## config.mk

```make
export PLATFORM = sky130hd
export DESIGN_NAME = uart_tx_fifo_drain
export DESIGN_NICKNAME = d
export VERILOG_FILES = /design/src/rtl/uart_tx_fifo_drain.sv
export SDC_FILE = /design/constraint.sdc
export NUM_CORES = 1
export LEC_CHECK = 0
export CAP_MARGIN = 40
export CORE_MARGIN = 8
export CORE_UTILIZATION = 45
export DETAILED_ROUTE_END_ITERATION = 10
export HOLD_SLACK_MARGIN = 0.15
export PLACE_DENSITY = 0.69
export REMOVE_ABC_BUFFERS = 1
export SLEW_MARGIN = 20
export SYNTH_ARGS = -nofsm -noshare
export SYNTH_HDL_FRONTEND = slang
export SYNTH_SLANG_ARGS = --single-unit
```

## constraint.sdc

```tcl
create_clock -name clk -period 1.96 [get_ports clk]
set_clock_uncertainty 0.05 [all_clocks]
set_input_delay 0.196 -clock clk [delete_from_list [all_inputs] [get_ports clk]]
set_output_delay 0.196 -clock clk [all_outputs]
set_load 0.1 [all_outputs]
```

## src/rtl/uart_tx_fifo_drain.sv

```systemverilog
// uart_tx_fifo_drain
//   Drains a show-ahead synchronous FIFO onto a UART line as 8N1 frames.
//   One byte is popped per frame. Frames run back-to-back with no idle gap
//   while data is available, tx_enable is high and the link is clear to send.
//
// Parameters
//   CLKS_PER_BIT  clock cycles per bit (>= 2)
//   DATA_WIDTH    data bits per frame, sent LSB first
//
// Ports
//   clk           system clock
//   rst_n         asynchronous active-low reset
//   tx_enable     permits new frames; only looked at on frame boundaries
//   cts_n         clear-to-send, active low, asynchronous (synchronized here)
//   fifo_empty    FIFO empty flag
//   fifo_rd_data  FIFO head word, valid while fifo_empty = 0
//   fifo_rd_en    pop strobe (combinational), one cycle per frame
//   tx            serial line (registered), idles high
//   tx_busy       high from start bit through end of stop bit (registered)
//   tx_done       one-cycle pulse in the cycle after a stop bit (registered)
module uart_tx_fifo_drain #(
    parameter int CLKS_PER_BIT = 868,
    parameter int DATA_WIDTH   = 8
) (
    input  logic                  clk,
    input  logic                  rst_n,
    input  logic                  tx_enable,
    input  logic                  cts_n,
    input  logic                  fifo_empty,
    input  logic [DATA_WIDTH-1:0] fifo_rd_data,
    output logic                  fifo_rd_en,
    output logic                  tx,
    output logic                  tx_busy,
    output logic                  tx_done
);

    localparam int CW = $clog2(CLKS_PER_BIT);
    localparam int IW = (DATA_WIDTH > 1) ? $clog2(DATA_WIDTH) : 1;
    localparam logic [CW-1:0] BIT_LAST = CW'(CLKS_PER_BIT - 1);
    localparam logic [IW-1:0] IDX_LAST = IW'(DATA_WIDTH - 1);

    typedef enum logic [1:0] {
        S_IDLE,
        S_START,
        S_DATA,
        S_STOP
    } state_t;

    state_t                 state_q,   state_d;
    logic [CW-1:0]          bit_cnt_q, bit_cnt_d;
    logic [IW-1:0]          idx_q,     idx_d;
    logic [DATA_WIDTH-1:0]  shift_q,   shift_d;
    logic                   tx_q,      tx_d;
    logic                   busy_q,    busy_d;
    logic                   done_q,    done_d;
    // Synchronizer resets to "not clear" so nothing is popped during reset
    // or in the two cycles after release.
    logic                   cts_meta_q, cts_sync_q;

    logic                   can_start;
    logic                   bit_end;
    logic [DATA_WIDTH-1:0]  shifted;

    always_comb begin
        can_start  = tx_enable & ~fifo_empty & ~cts_sync_q;
        bit_end    = (bit_cnt_q == BIT_LAST);
        shifted    = shift_q >> 1;

        state_d    = state_q;
        bit_cnt_d  = (state_q == S_IDLE || bit_end) ? '0 : bit_cnt_q + CW'(1);
        idx_d      = idx_q;
        shift_d    = shift_q;
        tx_d       = tx_q;
        busy_d     = busy_q;
        done_d     = 1'b0;
        fifo_rd_en = 1'b0;

        case (state_q)
            S_IDLE: begin
                if (can_start) begin
                    fifo_rd_en = 1'b1;
                    shift_d    = fifo_rd_data;
                    state_d    = S_START;
                    tx_d       = 1'b0;
                    busy_d     = 1'b1;
                end
            end
            S_START: begin
                if (bit_end) begin
                    state_d = S_DATA;
                    idx_d   = '0;
                    tx_d    = shift_q[0];
                end
            end
            S_DATA: begin
                if (bit_end) begin
                    if (idx_q == IDX_LAST) begin
                        state_d = S_STOP;
                        tx_d    = 1'b1;
                    end else begin
                        idx_d   = idx_q + IW'(1);
                        shift_d = shifted;
                        tx_d    = shifted[0];
                    end
                end
            end
            S_STOP: begin
                if (bit_end) begin
                    done_d = 1'b1;
                    // Pop in the final stop cycle so the next start bit
                    // follows with no gap; busy stays high across frames.
                    if (can_start) begin
                        fifo_rd_en = 1'b1;
                        shift_d    = fifo_rd_data;
                        state_d    = S_START;
                        tx_d       = 1'b0;
                    end else begin
                        state_d = S_IDLE;
                        tx_d    = 1'b1;
                        busy_d  = 1'b0;
                    end
                end
            end
            default: begin
                state_d = S_IDLE;
                tx_d    = 1'b1;
                busy_d  = 1'b0;
            end
        endcase
    end

    always_ff @(posedge clk or negedge rst_n) begin
        if (!rst_n) begin
            state_q    <= S_IDLE;
            bit_cnt_q  <= '0;
            idx_q      <= '0;
            shift_q    <= '0;
            tx_q       <= 1'b1;
            busy_q     <= 1'b0;
            done_q     <= 1'b0;
            cts_meta_q <= 1'b1;
            cts_sync_q <= 1'b1;
        end else begin
            state_q    <= state_d;
            bit_cnt_q  <= bit_cnt_d;
            idx_q      <= idx_d;
            shift_q    <= shift_d;
            tx_q       <= tx_d;
            busy_q     <= busy_d;
            done_q     <= done_d;
            cts_meta_q <= cts_n;
            cts_sync_q <= cts_meta_q;
        end
    end

    assign tx      = tx_q;
    assign tx_busy = busy_q;
    assign tx_done = done_q;

endmodule
```

---- After elaboration in Yosys (flattened, before gate mapping) ----
Index checks and enable logic that the tools add are counted.
word-level totals
  word-level logic and storage cells ...... 70
  bits of input ports ..................... 13
  bits in registers ....................... 28
cells by class
  muxes and demuxes ....................... 33
  eq/ne operators ......................... 12
  add/subtract/negate cells ............... 2
  reduce and logical (&&, ||, !) cells .... 10
  bitwise gates (word level) .............. 4
operators with widths
  operator                 number
  $mux W8                  4
  $pmux W8 S3              1
  $reduce_and A4 Y1        4
  $mux W1                  14
  $ne A2 B2 Y1 const B     7
  $add A10 B1 Y10 const B  1
  $eq A10 B10 Y1 const B   1
  $mux W10                 1
  $mux W2                  5
  $mux W3                  3
  $pmux W2 S4              1
  $pmux W3 S2              1
  $reduce_and A5 Y1        1
  $eq A2 B2 Y1 const B     2
  $pmux W1 S2              2
  $pmux W1 S4              1
  $reduce_bool A2 Y1       2
  $add A3 B1 Y3 const B    1
  $eq A3 B3 Y1 const B     1
  $reduce_bool A3 Y1       1
  $and A1 B1 Y1            2
  $eq A2 B1 Y1 const B     1
  $logic_not A2 Y1         1
  $not A1 Y1               2
  $logic_or A1 B1 Y1       1

---- Logic depth before layout (Yosys ltp) ----
  depth in word-level cells ............... 6
  depth in mapped cells ................... 8
  gate-level depth less buffers ........... 6

---- Worst setup path before layout ----
No wires, ideal clock.
  path kind ............................... register to output
  start point ............................. register bit_cnt_q[0]
  end point ............................... output port fifo_rd_en
  stages on the path, launching flop included .. 6
  arrival ................................. 2.166 ns
  path buffers ............................ 0
  setup slack ............................. -0.452 ns
  cells stage by stage .................... dfrtp_1 -> ha_1 -> or3b_4 -> nor4_4 -> and2_2 -> o21a_1
on the way
  word-level cells in the longest chain between the ends .. 3
ends and longest elaborated chain
  item                      line  RTL
  start: declaration        50    logic [CW-1:0] bit_cnt_q, bit_cnt_d;
  start signal: assignment  145   bit_cnt_q <= bit_cnt_d;
  $eq A10 B10 Y1            66    bit_end = (bit_cnt_q == BIT_LAST);
  $mux W1                   108   if (bit_end) begin
  $pmux W1 S2               78    case (state_q)
  end: declaration          31    output logic fifo_rd_en,
No other way between the ends.

---- Worst setup path after layout ----
  start point ............................. register bit_cnt_q[1]
  end point ............................... output port fifo_rd_en
The elaborated chain is that of the path after synthesis.

==> flow_summary.toml <==
[power]
vdd_drop_max_uv = 257.3
finalPower_w = 0.0009119
power_leakage_nw = 0.9509
power.density_nw_per_um2 = 454.7

[cells_and_area]
antenna_cells = 0
nNetsFinal = 192
drive_gt1_share_pct = 38.82
syn2layout_area_growth_pct = 33.69

[grt]
busiest_layer = "met2"
globalRouteMet2Util_pct = 19.39
grt_max_degree = 29
gr-usage-met1_pct = 14.25
grt_pass1_vias = 1101
grt-ovfl-total = 0
grt_use_total_pct = 11.68
antenna_found_initial = 0
grt_pass1_wl_um = 4954
use_met3_pct = 2.046

[yosys]
async_reset_ff_share_pct = 100.0
yosysSeqAreaShare_pct = 46.96
yosys_warnings = 0
synth.top_cells.by_count = "dfrtp_1 (25), mux2_2 (17), nor2_1 (13), ha_1 (8)"
synth-edff-count = 0
yosys.area.top_type = "dfrtp_1"
netlist.area_leader.share_pct = 41.70
syn_area_sq_um = 1500
postSynthCellCount = 130
synth_area_leaders = "dfrtp_1 (42%), mux2_2 (13%), ha_1 (6.7%)"
synth-seq-cells = 28
synth.avg_cell_area_sq_um = 11.54
synth_ff_type = "dfrtp_1"
ys_types = 37
synth.most_common_cell = "dfrtp_1"

[floorplan]
start_util_pct = 46.04
pin_count = 17
core_sq_um = 3258
die_height_um = 73.74
fp.dieW_um = 73.74
num_rows = 21
dieArea_sq_um = 5438

[clock_network]
clockBufferDepth = 2
clock-sinks = 28
clock-root-buffer = "clkbuf_4"
clock_latency_ps = 330
cts.clk_slew.worst_paths_ps = 150
cts_tree = "built"
cts_buffers = 3
htree_levels = 1

[routing]
drtIter0Drc = 44
drc_errors = 0
first_pass_iters = 4
final_antenna_net_count = 0
vias = 1094
post_drt_wl_per_cell_um = 14.10
via_per_inst = 5.065
totalWireLength_um = 3046

[timing]
slew_violations = 0
min_period_ps = 2201
final-hold-violation-count = 0
final.setup.worst_slack_ps = -241.3
rsz0062_at_grt = "yes"
tightest_slew_ps = 353.3
max_freq_ghz = 0.4543
relSlewSlack_pct = 76.45
min_period_over_period_pct = 112.3
finalSetupViolCount = 10
holdWs_ps = 167.0

[min_path]
min_path_type = "input pin to async pin"

[critical_path]
worst-r2r-cell-count = 7
crit_slowest_cell = "dfrtp_1"
crit_path_end_kind = "primary output"
slowest_delay_ps = 410
critPathKind = "flop to primary output"
required_ps = 1710
critPathMaxFanout = 3
critPathArrivalTime_ps = 1960
cp-start-kind = "flop"
crit_chain = "ha_4, or3b_4, nor4_4, and2_4, o21a_1, buf_12"

[place]
dp_hpwl_um = 2102
gp_congestion = 0.8556
port-buffer-count = 16

[flow_run]
max-cap-violations = 0

[outcome]
violations = "setup timing"
outcome = "complete, but fails checks"
==> worst max-delay path: cells and delay by family, from the launching register on <==
family | cells | cell delay, ps
and+or+nand+nor | 3 | 730
DFF | 1 | 410
buffers and inverters | 1 | 180
adders and majority gates | 1 | 150
AOI/OAI and AO/OA | 1 | 150
==> layout by cell type, fill, tap and decap left out, types with 3 or more instances in the layout <==
cell type,count
a22o_1,3
buf_12,3
inv_1,6
clkbuf_4,3
mux2_4,9
nor2_1,13
buf_4,23
dfrtp_1,25
xor2_1,6
clkdlybuf4s50_1,12
nand3_1,3
mux2_2,8
nand2_1,6
ha_1,6
nand4_1,3
dfstp_2,3
==> state kept, by name (all words and copies together), names as in the netlist <==
name and cells:
bit_cnt_q 10, idx_q 3, shift_q 8, cts_sync_q 1
tx_done 1, tx_busy 1, cts_meta_q 1, tx 1
state_q 2
==> where the power goes <==
group / leakage [nW] / switching (W) / internal (W)
registers: 0.361 / 0.000000801 / 0.000582
clock network: 0.0210 / 0.000166 / 0.000114
logic: 0.569 / 0.0000188 / 0.0000304
total: 0.951 / 0.000186 / 0.000726
==> cell families (layout without fill, tap and decap cells) <==
kind of cell | after synthesis | count (layout) | synth area share [%]
AOI/OAI and AO/OA | 19 | 19 | 9.675
xor gates and xnor gates | 8 | 8 | 4.671
adders and majority gates | 8 | 8 | 6.672
buffers and inverters | 10 | 50 | 4.086
DFF | 28 | 28 | 46.96
muxes | 17 | 17 | 12.76
and+or+nand+nor | 40 | 40 | 15.18
==> through the flow <==
stage	util (%)	cell area (sq um)	TNS, ps	worst slack (ps)	instances
6_report	61.56	2006	-838.3	-241.3	216
5_1_grt	61.56	2006	-2450	-354.1	216
4_1_cts	59.45	1937	-1051	-274.8	213
3_5_place_dp	55.68	1814	-1653	-197.2	204
3_3_place_gp	55.68	1814	-1246	-154.1	204
2_1_floorplan	-	1461	-2294	-451.5	126
==> metal layers <==
layer | routed length, um | up-vias
met2 | 1559 | 15
met1 | 1358 | 540
met4 | 44 | 0
met3 | 83 | 4
li1 | - | 535
met5 | 0 | -
==> path summary, 6_finish.rpt <==
path	from	end	slack, ps
worst max-delay path	bit_cnt_q[1]	fifo_rd_en	-240
worst min-delay path	rst_n	state_q[1]	170
worst max register to register	bit_cnt_q[1]	shift_q[3]	-80
worst min register to register	cts_meta_q	cts_sync_q	320
max in group asynchronous	rst_n	tx	1380
min in group clk	cts_n	cts_meta_q	200
==> cell type report <==
| type | instances | area [sq um] |
|---|---|---|
| well taps | 46 | 57.56 |
| flip-flops and latches | 28 | 704.4 |
| repair buffers | 40 | 375.4 |
| multi-input cells | 92 | 809.5 |
| inverters | 6 | 22.52 |
| clock buffers | 4 | 36.28 |
| fillers | 282 | 1252 |
==> timing repair <==
| action | 4_1_cts | 5_1_grt |
|---|---|---|
| endpoints found under the setup margin | 14 | 19 |
| hold buffers | 0 | 0 |
| buffers inserted | 5 | 4 |
| gates resized for setup | 13 | 7 |
| pin swaps | 4 | 6 |
Note: power is estimated with default switching activity, not from simulation.
